File: src/rtl/qeciphy_clk_en_div_pkg.sv
// Shared types and helpers for the clock-enable divider.
// Each channel walks CLEARED -> RUN <-> PAUSED and derives its strobe and phase from one counter.
package qeciphy_clk_en_div_pkg;

  localparam int DEFAULT_DIV_W = 3;

  typedef enum logic [1:0] {
    CH_CLEARED = 2'd0,
    CH_RUN     = 2'd1,
    CH_PAUSED  = 2'd2
  } ch_state_e;

  // Phase stays high while the count is at or below this value.
  function automatic int unsigned phaseThreshold(input int unsigned div);
    return div >> 1;
  endfunction

endpackage

File: src/rtl/qeciphy_clk_en_div_ch.sv
// One divider channel: state machine, period counter, applied ratio and registered outputs.
// A new ratio is only taken on a wrap, so a period is never cut short or stretched.
module qeciphy_clk_en_div_ch
  import qeciphy_clk_en_div_pkg::*;
#(
  parameter int DIV_W = DEFAULT_DIV_W
) (
  input  logic             clk,
  input  logic             rst,
  input  logic             ce_i,
  input  logic             ce_mask_i,
  input  logic             clr_i,
  input  logic             clr_mask_i,
  input  logic [DIV_W-1:0] div_i,
  output logic             en_o,
  output logic             phase_o,
  output logic [DIV_W-1:0] div_act_o,
  output logic             running_o
);

  ch_state_e        r_state, w_stateNext;
  logic [DIV_W-1:0] r_cnt, w_cntNext;
  logic [DIV_W-1:0] r_divAct, w_divActNext;
  logic             r_en, w_enNext;
  logic             r_phase, w_phaseNext;
  logic             r_running;

  logic             w_effCe, w_effClr, w_wrap, w_phaseStep;
  logic [DIV_W-1:0] w_cntStep, w_divStep;

  assign w_effCe     = ce_i | ce_mask_i;
  assign w_effClr    = clr_i & ~clr_mask_i;
  assign w_wrap      = (r_cnt == r_divAct);
  assign w_cntStep   = w_wrap ? '0 : r_cnt + DIV_W'(1);
  assign w_divStep   = w_wrap ? div_i : r_divAct;
  assign w_phaseStep = (32'(w_cntStep) <= phaseThreshold(32'(w_divStep)));

  always_comb begin
    w_stateNext  = r_state;
    w_cntNext    = r_cnt;
    w_divActNext = r_divAct;
    w_enNext     = 1'b0;
    w_phaseNext  = r_phase;
    if (w_effClr) begin
      w_stateNext = CH_CLEARED;
      w_cntNext   = '0;
      w_phaseNext = 1'b0;
    end else begin
      case (r_state)
        CH_CLEARED: begin
          if (w_effCe) begin
            w_stateNext  = CH_RUN;
            w_divActNext = div_i;
            w_cntNext    = '0;
            w_enNext     = 1'b1;
            w_phaseNext  = 1'b1;
          end
        end
        CH_RUN, CH_PAUSED: begin
          if (w_effCe) begin
            w_stateNext  = CH_RUN;
            w_cntNext    = w_cntStep;
            w_divActNext = w_divStep;
            w_enNext     = w_wrap;
            w_phaseNext  = w_phaseStep;
          end else begin
            w_stateNext = CH_PAUSED;
          end
        end
        default: begin
          w_stateNext = CH_CLEARED;
          w_cntNext   = '0;
          w_phaseNext = 1'b0;
        end
      endcase
    end
  end

  always_ff @(posedge clk) begin
    if (rst) begin
      r_state   <= CH_CLEARED;
      r_cnt     <= '0;
      r_divAct  <= '0;
      r_en      <= 1'b0;
      r_phase   <= 1'b0;
      r_running <= 1'b0;
    end else begin
      r_state   <= w_stateNext;
      r_cnt     <= w_cntNext;
      r_divAct  <= w_divActNext;
      r_en      <= w_enNext;
      r_phase   <= w_phaseNext;
      r_running <= (w_stateNext == CH_RUN);
    end
  end

  assign en_o      = r_en;
  assign phase_o   = r_phase;
  assign div_act_o = r_divAct;
  assign running_o = r_running;

endmodule

File: src/rtl/qeciphy_clk_en_div.sv
// Multi-channel clock-enable divider: independent channels sharing one clock and reset.
module qeciphy_clk_en_div
  import qeciphy_clk_en_div_pkg::*;
#(
  parameter int NUM_CH = 2,
  parameter int DIV_W  = DEFAULT_DIV_W
) (
  input  logic                    clk,
  input  logic                    rst,
  input  logic [NUM_CH-1:0]       ce_i,
  input  logic [NUM_CH-1:0]       ce_mask_i,
  input  logic [NUM_CH-1:0]       clr_i,
  input  logic [NUM_CH-1:0]       clr_mask_i,
  input  logic [NUM_CH*DIV_W-1:0] div_i,
  output logic [NUM_CH-1:0]       en_o,
  output logic [NUM_CH-1:0]       phase_o,
  output logic [NUM_CH*DIV_W-1:0] div_act_o,
  output logic [NUM_CH-1:0]       running_o
);

  for (genvar g = 0; g < NUM_CH; g++) begin : g_ch
    qeciphy_clk_en_div_ch #(
      .DIV_W(DIV_W)
    ) u_ch (
      .clk       (clk),
      .rst       (rst),
      .ce_i      (ce_i[g]),
      .ce_mask_i (ce_mask_i[g]),
      .clr_i     (clr_i[g]),
      .clr_mask_i(clr_mask_i[g]),
      .div_i     (div_i[g*DIV_W +: DIV_W]),
      .en_o      (en_o[g]),
      .phase_o   (phase_o[g]),
      .div_act_o (div_act_o[g*DIV_W +: DIV_W]),
      .running_o (running_o[g])
    );
  end

endmodule

File: config.mk
export PLATFORM = sky130hd
export DESIGN_NAME = qeciphy_clk_en_div
export DESIGN_NICKNAME = d
export VERILOG_FILES = /design/src/rtl/qeciphy_clk_en_div_pkg.sv /design/src/rtl/qeciphy_clk_en_div_ch.sv /design/src/rtl/qeciphy_clk_en_div.sv
export SDC_FILE = /design/constraint.sdc
export NUM_CORES = 1
export LEC_CHECK = 0
export ABC_AREA = 1
export CAP_MARGIN = 5
export CORE_MARGIN = 1.5
export CORE_UTILIZATION = 25
export DETAILED_ROUTE_END_ITERATION = 16
export PLACE_DENSITY = 0.49
export SLEW_MARGIN = 20
export SYNTH_ARGS = -nofsm -noshare
export SYNTH_HDL_FRONTEND = slang
export SYNTH_HIERARCHICAL = 1
export SYNTH_SLANG_ARGS = --single-unit
File: constraint.sdc
create_clock -name clk -period 4.4 [get_ports clk]
set_input_delay 1.1 -clock clk [delete_from_list [all_inputs] [get_ports clk]]
set_output_delay 1.1 -clock clk [all_outputs]
set_load 0.02 [all_outputs]
# Word-level counts from Yosys, hierarchy flattened
# Cells that the tools add are included.
[op_classes]
eq_ne = 14
mux = 36
bitwise = 8
reduce_logical = 14
addsub = 2
n_lt_le_gt_ge = 2
[op_table]
columns = ["op", "n"]
rows = [
  ["$mux 3", 12],
  ["$pmux 3 s2", 4],
  ["$mux 2", 6],
  ["$ne 2x1->1 const B", 6],
  ["$reduce_and 5->1", 2],
  ["$eq 2x1->1 const B", 4],
  ["$mux 1", 8],
  ["$pmux 1 s2", 4],
  ["$pmux 2 s2", 2],
  ["$reduce_and 4->1", 2],
  ["$reduce_or 2->1", 4],
  ["$add 3x1->3 const B", 2],
  ["$eq 3x3->1", 2],
  ["$le 3x2->1", 2],
  ["$eq 2x2->1 const B", 2],
  ["$logic_not 2->1", 2],
  ["$not 1->1", 4],
  ["$reduce_and 2->1", 2],
  ["$reduce_bool 2->1", 2],
  ["$and 1x1->1", 2],
  ["$or 1x1->1", 2],
]
[word_totals]
elab_cells = 90
out_inout_bits = 12
regBits = 22
input_bits = 16

# Depth between registers and ports, before layout
[depth]
word_depth = 5
depth_mapped = 15
mapped_depth_nobuf = 14

# Hierarchy
# Netlist, hierarchy kept.
[by_module_without_submodules]
columns = ["module", "cells_each", "area_per_inst_um2", "n_inst", "seq_area_each_um2"]
rows = [
  ["qeciphy_clk_en_div_ch (g_ch[0].u_ch)", 95, 678.2, 1, 220.2],
  ["qeciphy_clk_en_div_ch (g_ch[1].u_ch)", 97, 653.1, 1, 220.2],
]

# Worst setup path before layout
# Ideal clock, no wire load.
[synth_timing]
path_kind = "input to register"
startpoint = "input div_i[5]"
endpoint = "register g_ch[1].u_ch.r_phase"
slack_ns = 2.381
setup_ns = 0.066
cell_stages = 9
arrival_time_ns = 1.953
required_ns = 4.334
cell_sequence = "o21ai_0 > ha_1 > inv_1 > o21bai_1 > a21oi_1 > nand2_1 > nand2_1 > nand2_1 > a21oi_2"
[synth_between]
elab_chain_cells = 4
[synth_rtl]
columns = ["item", "line", "rtl"]
rows = [
  ["start, declared", "qeciphy_clk_en_div.sv:14", "input logic [NUM_CH*DIV_W-1:0] div_i,"],
  ["$mux 3", "qeciphy_clk_en_div_ch.sv:35", "assign w_divStep = w_wrap ? div_i : r_divAct;"],
  ["$le 3x2->1", "qeciphy_clk_en_div_ch.sv:36", "assign w_phaseStep = (32'(w_cntStep) <= phaseThreshold(32'(w_divStep)));"],
  ["$mux 1", "qeciphy_clk_en_div_ch.sv:60", "if (w_effCe) begin"],
  ["$pmux 1 s2", "qeciphy_clk_en_div_ch.sv:49", "case (r_state)"],
  ["end signal, assigned", "qeciphy_clk_en_div_ch.sv:92", "r_phase <= w_phaseNext;"],
  ["end, declared", "qeciphy_clk_en_div_ch.sv:25", "logic r_phase, w_phaseNext;"],
]
# Every way passes these cells. The select of a mux whose other input is x is not followed.
# A chain may end at the register's enable or synchronous reset.

# Final worst setup path
[layout_timing]
startpoint = "register g_ch[0].u_ch.r_divAct[2]"
endpoint = "output div_act_o[2]"
[layout_lines]
columns = ["item", "line", "rtl"]
rows = [
  ["start, declared", "qeciphy_clk_en_div_ch.sv:23", "logic [DIV_W-1:0] r_divAct, w_divActNext;"],
  ["start signal, assigned", "qeciphy_clk_en_div_ch.sv:90", "r_divAct <= w_divActNext;"],
  ["end, declared", "qeciphy_clk_en_div.sv:17", "output logic [NUM_CH*DIV_W-1:0] div_act_o,"],
]
# No word-level cell between the ends.

==> metrics.md <==
| Metric | Value |
|---|---|
| Final Slew Violations | 0 |
| Global-route usage over all layers | 10.3% |
| Leak Pwr | 0.803 nW |
| Number of levels the H-tree was split into | 1 |
| Count of inserted antenna diode cells | 0 |
| Post_cts resized | 0 |
| Tightest Hold Check Type | reg -> reg |
| Synthesis warning total | 6 |
| Top Family by Delay on Critical Path | buffers and inverters |
| WP buf/inv | 1 |
| Sequential cell area | 440 um^2 |
| Kind of start point of the critical path | register |
| Core Area | 5110 um^2 |
| First-pass GRT wire length | 4860 um |
| Pre-antenna DRT Iters | 4 |
| Clock tree from TritonCTS | done |
| Hold EP | g_ch[0].u_ch/phase_o$_SDFFE_PP0P_ |
| CTS Root Buffer Type | sky130_fd_sc_hd__clkbuf_8 |
| Arrival time reported for the critical path endpoint | 1.30 ns |
| Die height | 76.0 um |
| Total clock buffers created by CTS | 3 |
| VDD IR max | 0.164 mV |
| Number of primary I/O pins | 28 |
| Ratio of routed vias to standard cells | 4.14 |
| Final Skew | 0.00391 ns |
| Number of flops mapped to enable cells by yosys | 0 |
| Total of flip-flops plus latches after synthesis | 22 |
| DRC violation count after routing | 0 |
| Status | finished clean |
| Setup repair after global routing missed its margin | no |
| Net Count, Synth | 218 |
| Fillcell total | 578 |
| Setup slack after layout | 2.00 ns |
| Gp weighted congestion | 0.764 |
| Cell with the most instances after synthesis | sky130_fd_sc_hd__nand2_1 |
| Number of global-route vias before repair | 1173 |
| HPWL after detailed placement | 2280 um |
| Period Utilization, post-route | 54.6% |
| Site row count | 26 |
| Clk slew on worst S/H paths | 0.08 ns |
| Total global routing overflow | 0 |
| Measured slew at the worst slew-check pin | 0.369 ns |
| Clock insertion delay at the later pin of the skew report | 0.26 ns |
| Type of destination of the critical path | output pin |
| Synth unique cells | 25 |
| Largest net degree at the start of global routing | 14 |
| Worst-case reg-to-reg path depth | 11 |
| Worst r2r src | g_ch[0].u_ch/div_act_o[2]$_SDFFE_PP0P_ |
| Startpoint of the most critical hold path | g_ch[0].u_ch/phase_o$_SDFFE_PP0P_ |
| Cell area after synthesis | 1330 um^2 |
| Post-CTS Setup Bufs | 0 |
| Detailed-route wire length per cell | 9.80 um |
| Clk sink count | 22 |
| Worst slack on hold paths | 0.480 ns |
| Post-Syn Instances | 192 |
| Horizontal die dimension | 76.0 um |
| Proportion of synthesized chip area in sequential cells | 33.1% |
| Critical-path cell list | clkdlybuf4s50_1 |
| Cell type contributing the most total cell area after synthesis | sky130_fd_sc_hd__dfxtp_1 |
| Final core utilization | 34.0% |
| Longest individual stage delay on the worst path | 0.63 ns |
| Die Footprint | 5770 um^2 |
| Critical path class | reg -> out |
| Post-layout minimum cycle time | 2.40 ns |
| Endpoint required time on the critical path | 3.30 ns |
| Number of violations of the max-capacitance limit | 0 |
| Post-placement worst setup slack | 1.84 ns |
| Final WL | 2850 um |
| Fraction of final layout cells sized beyond drive strength 1 | 11.8% |
| Synth top cells by count | sky130_fd_sc_hd__nand2_1 (41), sky130_fd_sc_hd__nor2_1 (28), sky130_fd_sc_hd__inv_1 (26) |
| Fmax | 0.416 GHz |
| Detail Route Antenna Nets | 0 |
| Crit-path max FO | 4 |
| Area used by multi-input combinational logic | 744 um^2 |
| Fraction of synthesis flops using an asynchronous set or reset pin | 0% |
| End of the worst register-to-register path | g_ch[0].u_ch/phase_o$_SDFFE_PP0P_ |
| Number of nets at the end of the flow | 248 |
| Detailed Route Iter0 Violations | 17 |
| Count of input and output buffers | 27 |
| Count of vias placed by the detailed router | 1205 |
| Average cell area after synthesis | 6.93 um^2 |
| Top cell type's share of synthesized area | 33.1% |
| Prevailing post-synth register cell | sky130_fd_sc_hd__dfxtp_1 |
| Area grow syn2layout | 30.5% |
| Number of antenna violations at the first check in global routing | 0 |
| Post-cts hold buffer count | 0 |
| Total power | 596 uW |
| R2r setup slk | 2.37 ns |
| Number of buffers on the longest clock path | 2 |
| Max-slew headroom at the worst pin | 75.3% |
| Crit path max-delay cell type | sky130_fd_sc_hd__clkdlybuf4s50_1 |
| Starting utilization of the core area | 26.1% |
| Hold path cells | 2 |
| Ranking of synthesized cells by area | sky130_fd_sc_hd__dfxtp_1 (33%), sky130_fd_sc_hd__nand2_1 (12%), sky130_fd_sc_hd__ha_1 (9.4%) |
| Setup violation total in the final timing report | 0 |
| Cell Pwr Density | 343 nW/um^2 |
| Setup TNS | 0 ns |
| Final hold violations | 0 |
==> power by group <==
group	internal, mW	total, mW	switching [mW]
clock	0.122	0.192	0.0706
combinational	0.0762	0.179	0.102
sequential	0.214	0.225	0.0109
==> per-stage QoR <==
stage / cell area, um^2 / std cells
6_report: 1740 / 291
5_1_grt: 1740 / 291
4_1_cts: 1740 / 291
3_5_place_dp: 1670 / 287
3_3_place_gp: 1670 / 287
2_1_floorplan: 1330 / 192
==> worst max path at each step <==
stage	from	to	depth (start not counted)
4_1_cts	g_ch[0].u_ch/div_act_o[2]$_SDFFE_PP0P_	div_act_o[2]	1
5_1_grt	g_ch[0].u_ch/div_act_o[2]$_SDFFE_PP0P_	div_act_o[2]	1
3_5_place_dp	div_i[2]	g_ch[0].u_ch/phase_o$_SDFFE_PP0P_	10
6_report	g_ch[0].u_ch/div_act_o[2]$_SDFFE_PP0P_	div_act_o[2]	1
2_1_floorplan	div_i[5]	g_ch[1].u_ch/phase_o$_SDFFE_PP0P_	9
3_3_place_gp	ce_mask_i[1]	g_ch[1].u_ch/div_act_o[1]$_SDFFE_PP0P_	9
==> flip-flops by register name, summed over array words and instances (netlist names) <==
| name | count |
|---|---|
| g_ch.u_ch/running_o | 2 |
| g_ch.u_ch/r_state | 4 |
| g_ch.u_ch/en_o | 2 |
| g_ch.u_ch/phase_o | 2 |
| g_ch.u_ch/r_cnt | 6 |
| g_ch.u_ch/div_act_o | 6 |
==> logic make-up after synthesis <==
family          synth area share (%)
fa+ha+maj                       9.40
simple gates                    30.3
buf+inv                         11.0
xor+xnor                        2.63
flops                           33.1
mux                            0.752
compound gates                  12.9
==> tightest hold or removal path, stage by stage, from the launching register on <==
cell,delay (ns)
sky130_fd_sc_hd__dfxtp_1,0.32
sky130_fd_sc_hd__nand2_1,0.08
sky130_fd_sc_hd__a21oi_2,0.05
==> layer usage <==
metal,part of all wire [%],GRT usage [%],vias up
met5,0,0,-
met3,3.9,3.11,2
met2,48,18.6,24
met4,0.74,3.33,0
li1,-,-,655
met1,48,11.6,524
==> cells in the final DEF, fill, tap and decap left out, types with 4 or more instances in the layout <==
master / n
sky130_fd_sc_hd__a21oi_1: 14
sky130_fd_sc_hd__clkdlybuf4s50_1: 27
sky130_fd_sc_hd__dfxtp_1: 22
sky130_fd_sc_hd__ha_1: 10
sky130_fd_sc_hd__inv_1: 26
sky130_fd_sc_hd__inv_2: 7
sky130_fd_sc_hd__nand2_1: 41
sky130_fd_sc_hd__nand2_2: 7
sky130_fd_sc_hd__nand3_1: 4
sky130_fd_sc_hd__nor2_1: 28
sky130_fd_sc_hd__o21ai_0: 6
==> area by class of cell <==
cell class / instances / area share [%]
clock inverter: 1 / 1.73
multi-input combinational: 135 / 42.8
inverter: 33 / 7.13
sequential: 22 / 25.3
tap: 70 / 5.04
clock buffer: 3 / 2.38
timing repair buffer: 27 / 15.6
Power figures use the tool's default switching activity.
